### src/rtl/mem_stage_pkg.sv
// Shared definitions for the memory stage: opcode classes, access-size
// encodings, FSM state type, control bundle and lane helper functions.
package mem_stage_pkg;

    localparam logic [6:0] OPC_LOAD  = 7'b0000011;
    localparam logic [6:0] OPC_STORE = 7'b0100011;

    localparam logic [2:0] F3_B  = 3'b000;
    localparam logic [2:0] F3_H  = 3'b001;
    localparam logic [2:0] F3_W  = 3'b010;
    localparam logic [2:0] F3_D  = 3'b011;
    localparam logic [2:0] F3_BU = 3'b100;
    localparam logic [2:0] F3_HU = 3'b101;
    localparam logic [2:0] F3_WU = 3'b110;

    typedef struct packed {
        logic [6:0] opcode;
        logic [2:0] funct3;
        logic [4:0] rd;
        logic       reg_write;
    } control_signals_struct;

    typedef enum logic [1:0] {
        IDLE = 2'd0,
        REQ  = 2'd1,
        WAIT = 2'd2,
        DONE = 2'd3
    } mem_state_e;

    // Byte-enable pattern for an access of size 2**sz bytes at lane 0.
    function automatic logic [7:0] size_mask(input logic [1:0] sz);
        logic [7:0] m;
        case (sz)
            2'd0:    m = 8'h01;
            2'd1:    m = 8'h03;
            2'd2:    m = 8'h0F;
            default: m = 8'hFF;
        endcase
        return m;
    endfunction

    // Byte offset rounded down to the natural alignment of the access size.
    function automatic logic [2:0] align_offset(input logic [2:0] off, input logic [1:0] sz);
        logic [2:0] a;
        case (sz)
            2'd0:    a = off;
            2'd1:    a = {off[2:1], 1'b0};
            2'd2:    a = {off[2], 2'b00};
            default: a = 3'b000;
        endcase
        return a;
    endfunction

endpackage

### src/rtl/memory_stage_if.sv
// Data-memory request/response port between the memory stage (master)
// and the data memory (slave).
interface memory_stage_if #(
    parameter int DATA_W = 64,
    parameter int STRB_W = 8
);
    import mem_stage_pkg::*;

    logic              dmem_req_valid;
    logic              dmem_req_ready;
    logic [DATA_W-1:0] dmem_req_addr;
    logic              dmem_req_we;
    logic [DATA_W-1:0] dmem_req_wdata;
    logic [STRB_W-1:0] dmem_req_wstrb;
    logic              dmem_resp_valid;
    logic [DATA_W-1:0] dmem_resp_data;

    modport master (
        output dmem_req_valid, dmem_req_addr, dmem_req_we, dmem_req_wdata, dmem_req_wstrb,
        input  dmem_req_ready, dmem_resp_valid, dmem_resp_data
    );

    modport slave (
        input  dmem_req_valid, dmem_req_addr, dmem_req_we, dmem_req_wdata, dmem_req_wstrb,
        output dmem_req_ready, dmem_resp_valid, dmem_resp_data
    );

endinterface

### src/rtl/mem_load_align.sv
// Combinational load alignment: shifts the addressed bytes of the returned
// 64-bit word down to lane 0 and sign- or zero-extends them by access size.
module mem_load_align
    import mem_stage_pkg::*;
#(
    parameter int DATA_W = 64
) (
    input  logic [DATA_W-1:0] resp_data,
    input  logic [2:0]        offset,
    input  logic [2:0]        funct3,
    output logic [DATA_W-1:0] load_data
);

    logic [DATA_W-1:0] shifted;

    // Lane shift then size truncation and extension; 011 and 111 are full width.
    always_comb begin
        shifted = resp_data >> {offset, 3'b000};
        case (funct3)
            F3_B:    load_data = {{(DATA_W-8){shifted[7]}}, shifted[7:0]};
            F3_H:    load_data = {{(DATA_W-16){shifted[15]}}, shifted[15:0]};
            F3_W:    load_data = {{(DATA_W-32){shifted[31]}}, shifted[31:0]};
            F3_BU:   load_data = {{(DATA_W-8){1'b0}}, shifted[7:0]};
            F3_HU:   load_data = {{(DATA_W-16){1'b0}}, shifted[15:0]};
            F3_WU:   load_data = {{(DATA_W-32){1'b0}}, shifted[31:0]};
            default: load_data = shifted;
        endcase
    end

endmodule

### src/rtl/memory_stage.sv
// Memory pipeline stage: runs one request/response transaction on the data
// memory port for loads and stores, aligns load data, and hands the result
// and control bundle to write-back with a one-cycle memory_done pulse.
// Optional feature macro: MEM_ALIGN_CHECK_EN (flag misaligned H/W/D accesses
// instead of forcing natural alignment).
module memory_stage
    import mem_stage_pkg::*;
#(
    parameter int DATA_W = 64,
    parameter int STRB_W = 8
) (
    input  logic                  clk,
    input  logic                  reset,
    input  logic                  mem_enable,
    input  logic [DATA_W-1:0]     alu_data_in,
    input  logic [DATA_W-1:0]     store_data_in,
    input  control_signals_struct control_signals,
    memory_stage_if.master        dmem,
    output logic [DATA_W-1:0]     wb_data_out,
    output control_signals_struct control_signals_out,
    output logic                  misaligned_out,
    output logic                  memory_done
);

    mem_state_e            state_q, state_d;
    logic                  req_valid_q, req_valid_d;
    logic [DATA_W-1:0]     req_addr_q, req_addr_d;
    logic                  req_we_q, req_we_d;
    logic [DATA_W-1:0]     req_wdata_q, req_wdata_d;
    logic [STRB_W-1:0]     req_wstrb_q, req_wstrb_d;
    control_signals_struct ctrl_q, ctrl_d;
    logic [DATA_W-1:0]     wb_data_q, wb_data_d;
    control_signals_struct ctrl_out_q, ctrl_out_d;
    logic                  done_q, done_d;
`ifdef MEM_ALIGN_CHECK_EN
    logic                  mis_q, mis_d;
`endif

    logic              is_load_in;
    logic              is_store_in;
    logic              is_mem_in;
    logic [1:0]        size_in;
    logic [2:0]        off_raw;
    logic [2:0]        off_al;
    logic              mis_in;
    logic [DATA_W-1:0] load_val;

    assign is_load_in  = (control_signals.opcode == OPC_LOAD);
    assign is_store_in = (control_signals.opcode == OPC_STORE);
    assign is_mem_in   = is_load_in | is_store_in;
    // Stores use funct3[1:0]; for loads the same two bits give the size (111 -> D).
    assign size_in     = control_signals.funct3[1:0];
    assign off_raw     = alu_data_in[2:0];
    assign off_al      = align_offset(off_raw, size_in);

`ifdef MEM_ALIGN_CHECK_EN
    assign mis_in = is_mem_in && (off_raw != off_al);
`else
    assign mis_in = 1'b0;
`endif

    mem_load_align #(
        .DATA_W (DATA_W)
    ) u_load_align (
        .resp_data (dmem.dmem_resp_data),
        .offset    (req_addr_q[2:0]),
        .funct3    (ctrl_q.funct3),
        .load_data (load_val)
    );

    // Next-state and registered-output computation for the transaction FSM.
    always_comb begin
        state_d     = state_q;
        req_valid_d = req_valid_q;
        req_addr_d  = req_addr_q;
        req_we_d    = req_we_q;
        req_wdata_d = req_wdata_q;
        req_wstrb_d = req_wstrb_q;
        ctrl_d      = ctrl_q;
        wb_data_d   = wb_data_q;
        ctrl_out_d  = ctrl_out_q;
        done_d      = 1'b0;
`ifdef MEM_ALIGN_CHECK_EN
        mis_d       = 1'b0;
`endif
        case (state_q)
            IDLE: begin
                if (mem_enable) begin
                    ctrl_d = control_signals;
                    if (!is_mem_in) begin
                        state_d    = DONE;
                        done_d     = 1'b1;
                        wb_data_d  = alu_data_in;
                        ctrl_out_d = control_signals;
                    end else if (mis_in) begin
                        state_d    = DONE;
                        done_d     = 1'b1;
                        wb_data_d  = '0;
                        ctrl_out_d = control_signals;
`ifdef MEM_ALIGN_CHECK_EN
                        mis_d      = 1'b1;
`endif
                    end else begin
                        state_d     = REQ;
                        req_valid_d = 1'b1;
                        req_addr_d  = {alu_data_in[DATA_W-1:3], off_al};
                        req_we_d    = is_store_in;
                        req_wdata_d = store_data_in << {off_al, 3'b000};
                        req_wstrb_d = STRB_W'(size_mask(size_in) << off_al);
                    end
                end
            end
            REQ: begin
                if (dmem.dmem_req_ready) begin
                    req_valid_d = 1'b0;
                    if (req_we_q) begin
                        state_d    = DONE;
                        done_d     = 1'b1;
                        wb_data_d  = '0;
                        ctrl_out_d = ctrl_q;
                    end else begin
                        state_d = WAIT;
                    end
                end
            end
            WAIT: begin
                if (dmem.dmem_resp_valid) begin
                    state_d    = DONE;
                    done_d     = 1'b1;
                    wb_data_d  = load_val;
                    ctrl_out_d = ctrl_q;
                end
            end
            DONE: begin
                state_d = IDLE;
            end
            default: begin
                state_d = IDLE;
            end
        endcase
    end

    // State and output registers with synchronous active-low reset.
    always_ff @(posedge clk) begin
        if (!reset) begin
            state_q     <= IDLE;
            req_valid_q <= 1'b0;
            req_addr_q  <= '0;
            req_we_q    <= 1'b0;
            req_wdata_q <= '0;
            req_wstrb_q <= '0;
            ctrl_q      <= '0;
            wb_data_q   <= '0;
            ctrl_out_q  <= '0;
            done_q      <= 1'b0;
`ifdef MEM_ALIGN_CHECK_EN
            mis_q       <= 1'b0;
`endif
        end else begin
            state_q     <= state_d;
            req_valid_q <= req_valid_d;
            req_addr_q  <= req_addr_d;
            req_we_q    <= req_we_d;
            req_wdata_q <= req_wdata_d;
            req_wstrb_q <= req_wstrb_d;
            ctrl_q      <= ctrl_d;
            wb_data_q   <= wb_data_d;
            ctrl_out_q  <= ctrl_out_d;
            done_q      <= done_d;
`ifdef MEM_ALIGN_CHECK_EN
            mis_q       <= mis_d;
`endif
        end
    end

    assign dmem.dmem_req_valid = req_valid_q;
    assign dmem.dmem_req_addr  = req_addr_q;
    assign dmem.dmem_req_we    = req_we_q;
    assign dmem.dmem_req_wdata = req_wdata_q;
    assign dmem.dmem_req_wstrb = req_wstrb_q;

    assign wb_data_out         = wb_data_q;
    assign control_signals_out = ctrl_out_q;
    assign memory_done         = done_q;
`ifdef MEM_ALIGN_CHECK_EN
    assign misaligned_out      = mis_q;
`else
    assign misaligned_out      = 1'b0;
`endif

endmodule

### src/flat_wrapper.sv
// flat-port wrapper written by rule: the top's interface ports become plain ports
module memory_stage_flat import mem_stage_pkg::*;
#(
    parameter int DATA_W = 64,
    parameter int STRB_W = 8
)
  (clk, reset, mem_enable, alu_data_in, store_data_in, control_signals, wb_data_out, control_signals_out, misaligned_out, memory_done, dmem_dmem_req_valid, dmem_dmem_req_addr, dmem_dmem_req_we, dmem_dmem_req_wdata, dmem_dmem_req_wstrb, dmem_dmem_req_ready, dmem_dmem_resp_valid, dmem_dmem_resp_data);
  memory_stage_if #(.DATA_W(DATA_W), .STRB_W(STRB_W)) dmem_i ();
  input  logic clk;
  input  logic reset;
  input  logic mem_enable;
  input  logic [DATA_W-1:0] alu_data_in;
  input  logic [DATA_W-1:0] store_data_in;
  input  control_signals_struct control_signals;
  output logic [DATA_W-1:0] wb_data_out;
  output control_signals_struct control_signals_out;
  output logic misaligned_out;
  output logic memory_done;
  output wire logic [$bits(dmem_i.dmem_req_valid)-1:0] dmem_dmem_req_valid;
  output wire logic [$bits(dmem_i.dmem_req_addr)-1:0] dmem_dmem_req_addr;
  output wire logic [$bits(dmem_i.dmem_req_we)-1:0] dmem_dmem_req_we;
  output wire logic [$bits(dmem_i.dmem_req_wdata)-1:0] dmem_dmem_req_wdata;
  output wire logic [$bits(dmem_i.dmem_req_wstrb)-1:0] dmem_dmem_req_wstrb;
  input wire logic [$bits(dmem_i.dmem_req_ready)-1:0] dmem_dmem_req_ready;
  input wire logic [$bits(dmem_i.dmem_resp_valid)-1:0] dmem_dmem_resp_valid;
  input wire logic [$bits(dmem_i.dmem_resp_data)-1:0] dmem_dmem_resp_data;
  assign dmem_dmem_req_valid = dmem_i.dmem_req_valid;
  assign dmem_dmem_req_addr = dmem_i.dmem_req_addr;
  assign dmem_dmem_req_we = dmem_i.dmem_req_we;
  assign dmem_dmem_req_wdata = dmem_i.dmem_req_wdata;
  assign dmem_dmem_req_wstrb = dmem_i.dmem_req_wstrb;
  assign dmem_i.dmem_req_ready = dmem_dmem_req_ready;
  assign dmem_i.dmem_resp_valid = dmem_dmem_resp_valid;
  assign dmem_i.dmem_resp_data = dmem_dmem_resp_data;
  memory_stage #(.DATA_W(DATA_W), .STRB_W(STRB_W)) u_core (.clk(clk), .reset(reset), .mem_enable(mem_enable), .alu_data_in(alu_data_in), .store_data_in(store_data_in), .control_signals(control_signals), .dmem(dmem_i), .wb_data_out(wb_data_out), .control_signals_out(control_signals_out), .misaligned_out(misaligned_out), .memory_done(memory_done));
endmodule
### config.mk
export PLATFORM = sky130hd
export DESIGN_NAME = memory_stage_flat
export DESIGN_NICKNAME = d
export VERILOG_FILES = /design/src/rtl/mem_stage_pkg.sv /design/src/rtl/memory_stage_if.sv /design/src/rtl/mem_load_align.sv /design/src/rtl/memory_stage.sv /design/src/flat_wrapper.sv
export SDC_FILE = /design/constraint.sdc
export NUM_CORES = 1
export LEC_CHECK = 0
export CAP_MARGIN = 10
export CORE_AREA = 2 2 167 169
export CTS_CLUSTER_DIAMETER = 200
export CTS_CLUSTER_SIZE = 14
export DETAILED_ROUTE_END_ITERATION = 6
export DIE_AREA = 0 0 169 171
export PLACE_DENSITY = 0.92
export REMOVE_ABC_BUFFERS = 1
export SETUP_SLACK_MARGIN = 0.5
export SLEW_MARGIN = 20
export SYNTH_ARGS = -nofsm -noshare
export SYNTH_HDL_FRONTEND = slang
export SYNTH_SLANG_ARGS = --single-unit
### constraint.sdc
create_clock -name clk -period 4.4 [get_ports clk]
set_input_delay 0.66 -clock clk [delete_from_list [all_inputs] [get_ports clk]]
set_output_delay 0.66 -clock clk [all_outputs]
set_load 0.02 [all_outputs]
==> key figures <==
Run status
  • Outcome: complete, but fails checks
  • Failing checks: design-rule violations

STA
  • Max-slew headroom: 0.2426
  • Slew Viols, Final: 0
  • Worst hold margin: 0.4546 ns
  • Final min period: 3.187 ns
  • RSZ-0062 raised after global routing: false
  • # setup viols final: 0
  • Final hold viol count: 0
  • Final TNS setup: 0 ns
  • Final WS setup: 1.213 ns
  • Final Cycle Share: 0.7244
  • Worst clock skew: 0.02475 ns
  • Fmax: 313.7 MHz
  • Slew of the pin with the lowest slew margin: 1.132 ns

GRT
  • Total track usage: 0.3238
  • First-pass GRT wire length: 74.29 mm
  • Overflow after GRT: 0
  • Antenna violations before repair: 2
  • Number of global-route vias before repair: 12630
  • Largest net degree at the start of global routing: 130

Power
  • Max VDD drop: 486.0 uV
  • Total power: 7.642 mW
  • Net switching fraction of the power: 0.3927
  • Combinational group share of total power: 0.436
  • Cell-internal power: 4.641 mW
  • Net load switching power: 3.001 mW
  • Clk pwr share: 0.215
  • Pwr Density: 438.5 nW/um2
  • Sequential share of power: 0.349
  • Leakage: 6.174 nW

Synth
  • Post-synth EDFFs: 0
  • Seq cells post-synth: 237
  • Post-synthesis cell type count: 59
  • Mapped Area: 12550 um2
  • Synth Flop Type: dfxtp_1
  • Synth warn: 0
  • Async set-reset flop share out of synthesis: 0
  • Syn Inst Count: 1513
  • Seq/Total Area, Yosys: 0.3781
  • Syn avg cell area: 8.294 um2

Critical path
  • Slowest-stage cell, CP: a31oi_2
  • Crit Path Category: reg -> reg
  • Critical Path AT: 3.52 ns
  • Critical path cell sequence: inv_1 -> ha_1 -> nand2b_1 -> o221ai_1 -> a2111o_2 -> a31oi_2 -> a311oi_1
  • CP Data Required Time: 4.74 ns
  • Worst setup EP type: flip-flop
  • CP Buf/Inv Count: 1
  • CP Launch Type: flip-flop
  • CP max FO: 18
  • Cell family with most CP delay: compound AO/OA/AOI/OAI gates
  • CP max stage delay: 0.82 ns

Routing
  • Routed Antenna Nets: 0
  • Vias: 13420
  • Post-DR vias/cell: 6.112
  • DRT iter0 DRCs: 1619
  • 1st-pass router iterations: 7
  • Routed Wire Length: 48.94 mm
  • WL/cell: 22.30 um
  • Drt drc: 1

Clock network
  • Max clock buf depth: 3
  • Hold_buf cts: 0
  • Reg clk slew, reported paths: 0.07 ns
  • TritonCTS clock tree: yes
  • CTS resizes: 0
  • CTS root buf: clkbuf_16
  • Clock sink count: 237
  • Post-CTS Setup Inserts: 0
  • Max H-tree Level: 1
  • Total CTS buffers: 20
  • Worst skew pair latency: 0.52 ns

Place
  • DP Wirelength: 34.81 mm
  • RD Place Congestion: 0.9121
  • Total placed cells including tap cells: 2170
  • Post-place setup slack: 0.8260 ns
  • Port Buffers: 431

Finish
  • Post-Layout Cell Count: 2195
  • Reg area: 4751 um2
  • Area occupied by multi-input gates: 7187 um2
  • Fillers: 2238
  • Nets: 2064
  • Area added between synthesis and finish: 38.86%
  • Layout cells sized above 1: 0.05793

Floorplan
  • Initial Util: 0.4593
  • Die area: 28900 um2
  • Die Ht: 171 um
  • FP Rows: 61
  • Die X: 169 um
  • Core area: 27320 um2
  • I/O pins: 433

Hold path
  • HP Class: reg -> reg

Run
  • Max Cap Viol: 0
==> synth_stat cells, drive strengths merged, types with 8 or more instances <==
library cell,number,area [um2]
nor2,133,499.2
a221oi,19,166.4
buf,51,276.5
nand2,244,915.9
mux4,16,360.4
o21ai,51,259.0
and2,8,50.05
o211ai,14,110.1
a22oi,8,60.06
mux2,14,157.7
dfxtp,237,4745
a222oi,8,80.08
clkbuf,89,335.3
a211oi,42,315.3
mux2i,160,1602
nor2b,14,87.58
a32o,8,80.08
a32oi,9,78.83
a31oi,11,81.32
a2bb2oi,11,96.34
o22ai,36,287.8
inv,11,41.29
nor3,10,50.05
and3,28,175.2
a21oi,220,1101
==> worst reg2reg max path, delay by kind of cell (launching register included) <==
| family | cells | cell delay, ns |
|---|---|---|
| buffers and inverters | 1 | 0.11 |
| flip-flops | 1 | 0.41 |
| AND/OR/NAND/NOR | 1 | 0.12 |
| AO/OA/AOI/OAI | 4 | 2.10 |
| adder cells (fa/ha/maj) | 1 | 0.27 |
==> sequential cells by signal (all words and copies together) (netlist names) <==
signal                      flops
u_core.wb_data_out             64
u_core.control_signals_out     16
u_core.ctrl_q                  16
u_core.memory_done              1
u_core.dmem.dmem_req_we         1
u_core.dmem.dmem_req_wdata     64
u_core.dmem.dmem_req_addr      64
u_core.dmem.dmem_req_wstrb      8
u_core.state_q                  2
u_core.dmem.dmem_req_valid      1
==> power by group through the flow <==
stage / logic (mW) / clock network, mW / registers, mW
floorplan: 1.53 / 0 / 3.02
global placement: 3.19 / 0 / 2.69
detailed placement: 3.27 / 0 / 2.70
CTS: 3.30 / 1.67 / 2.66
global route: 3.54 / 1.75 / 2.69
finish: 3.33 / 1.65 / 2.67
==> cell families (layout without fill, tap and decap cells) <==
| logic type | Yosys count | count (layout) | share of synthesized area |
|---|---|---|---|
| buffers and inverters | 151 | 485 | 0.05204 |
| other | 1 | 3 | 0.0002988 |
| AND/OR/NAND/NOR | 461 | 461 | 0.1552 |
| multiplexers | 190 | 190 | 0.1689 |
| flip-flops | 237 | 237 | 0.3781 |
| adder cells (fa/ha/maj) | 5 | 5 | 0.004985 |
| AO/OA/AOI/OAI | 468 | 468 | 0.2405 |
==> area by class of cell <==
class / count / share of cell area
Multi-Input combinational cell: 1125 / 0.4124
Sequential cell: 237 / 0.2726
Timing Repair Buffer: 451 / 0.2566
Clock buffer: 23 / 0.03059
Tap cell: 346 / 0.02484
Inverter: 11 / 0.002657
Antenna cell: 2 / 0.0002872
==> per-layer routing <==
| metal | track usage | wire length [um] | up-vias |
|---|---|---|---|
| met2 | 0.5155 | 22460 | 746 |
| met4 | 0.1394 | 2361 | 0 |
| met1 | 0.4377 | 20230 | 6382 |
| li1 | - | - | 6138 |
| met3 | 0.04997 | 3891 | 149 |
| met5 | 0 | 0 | - |
==> placed cells by master, fill, tap and decap left out, drive strengths merged, types with 3 or more instances in the layout <==
master	count
a31oi	11
and2	8
o221ai	7
o21ai	51
nor2b	14
mux2	14
buf	21
dfxtp	237
nor3	10
o211ai	14
a22oi	8
nand3	7
nand2	244
a21oi	220
nor4	3
a2bb2oi	11
clkdlybuf4s50	430
inv	11
mux4	16
a222oi	8
a221oi	19
o22ai	36
a221o	5
o2bb2ai	3
clkbuf	23
nor2	133
a211oi	42
or2	3
mux2i	160
and3	28
a311oi	7
a32o	8
nand2b	4
ha	5
a32oi	9
==> through the flow <==
stage	area, um2	util
floorplan	11940	-
global placement	16890	0.6181
detailed placement	16890	0.6181
CTS	17420	0.6376
finish	17430	0.6378
global route	17430	0.6378
==> worst paths after layout <==
kind	end	start	slack (ns)	depth (start not counted)
setup / recovery	u_core.wb_data_out[15]$_SDFFE_PN0P_	u_core.state_q[1]$_SDFFE_PN0P_	1.21	7
hold / removal	u_core.dmem.dmem_req_addr[24]$_SDFFE_PN0P_	u_core.dmem.dmem_req_addr[24]$_SDFFE_PN0P_	0.45	2
hold reg to reg	u_core.dmem.dmem_req_addr[24]$_SDFFE_PN0P_	u_core.dmem.dmem_req_addr[24]$_SDFFE_PN0P_	0.45	2
setup reg to reg	u_core.wb_data_out[15]$_SDFFE_PN0P_	u_core.state_q[1]$_SDFFE_PN0P_	1.21	7
Note: power is estimated with default switching activity, not from simulation.
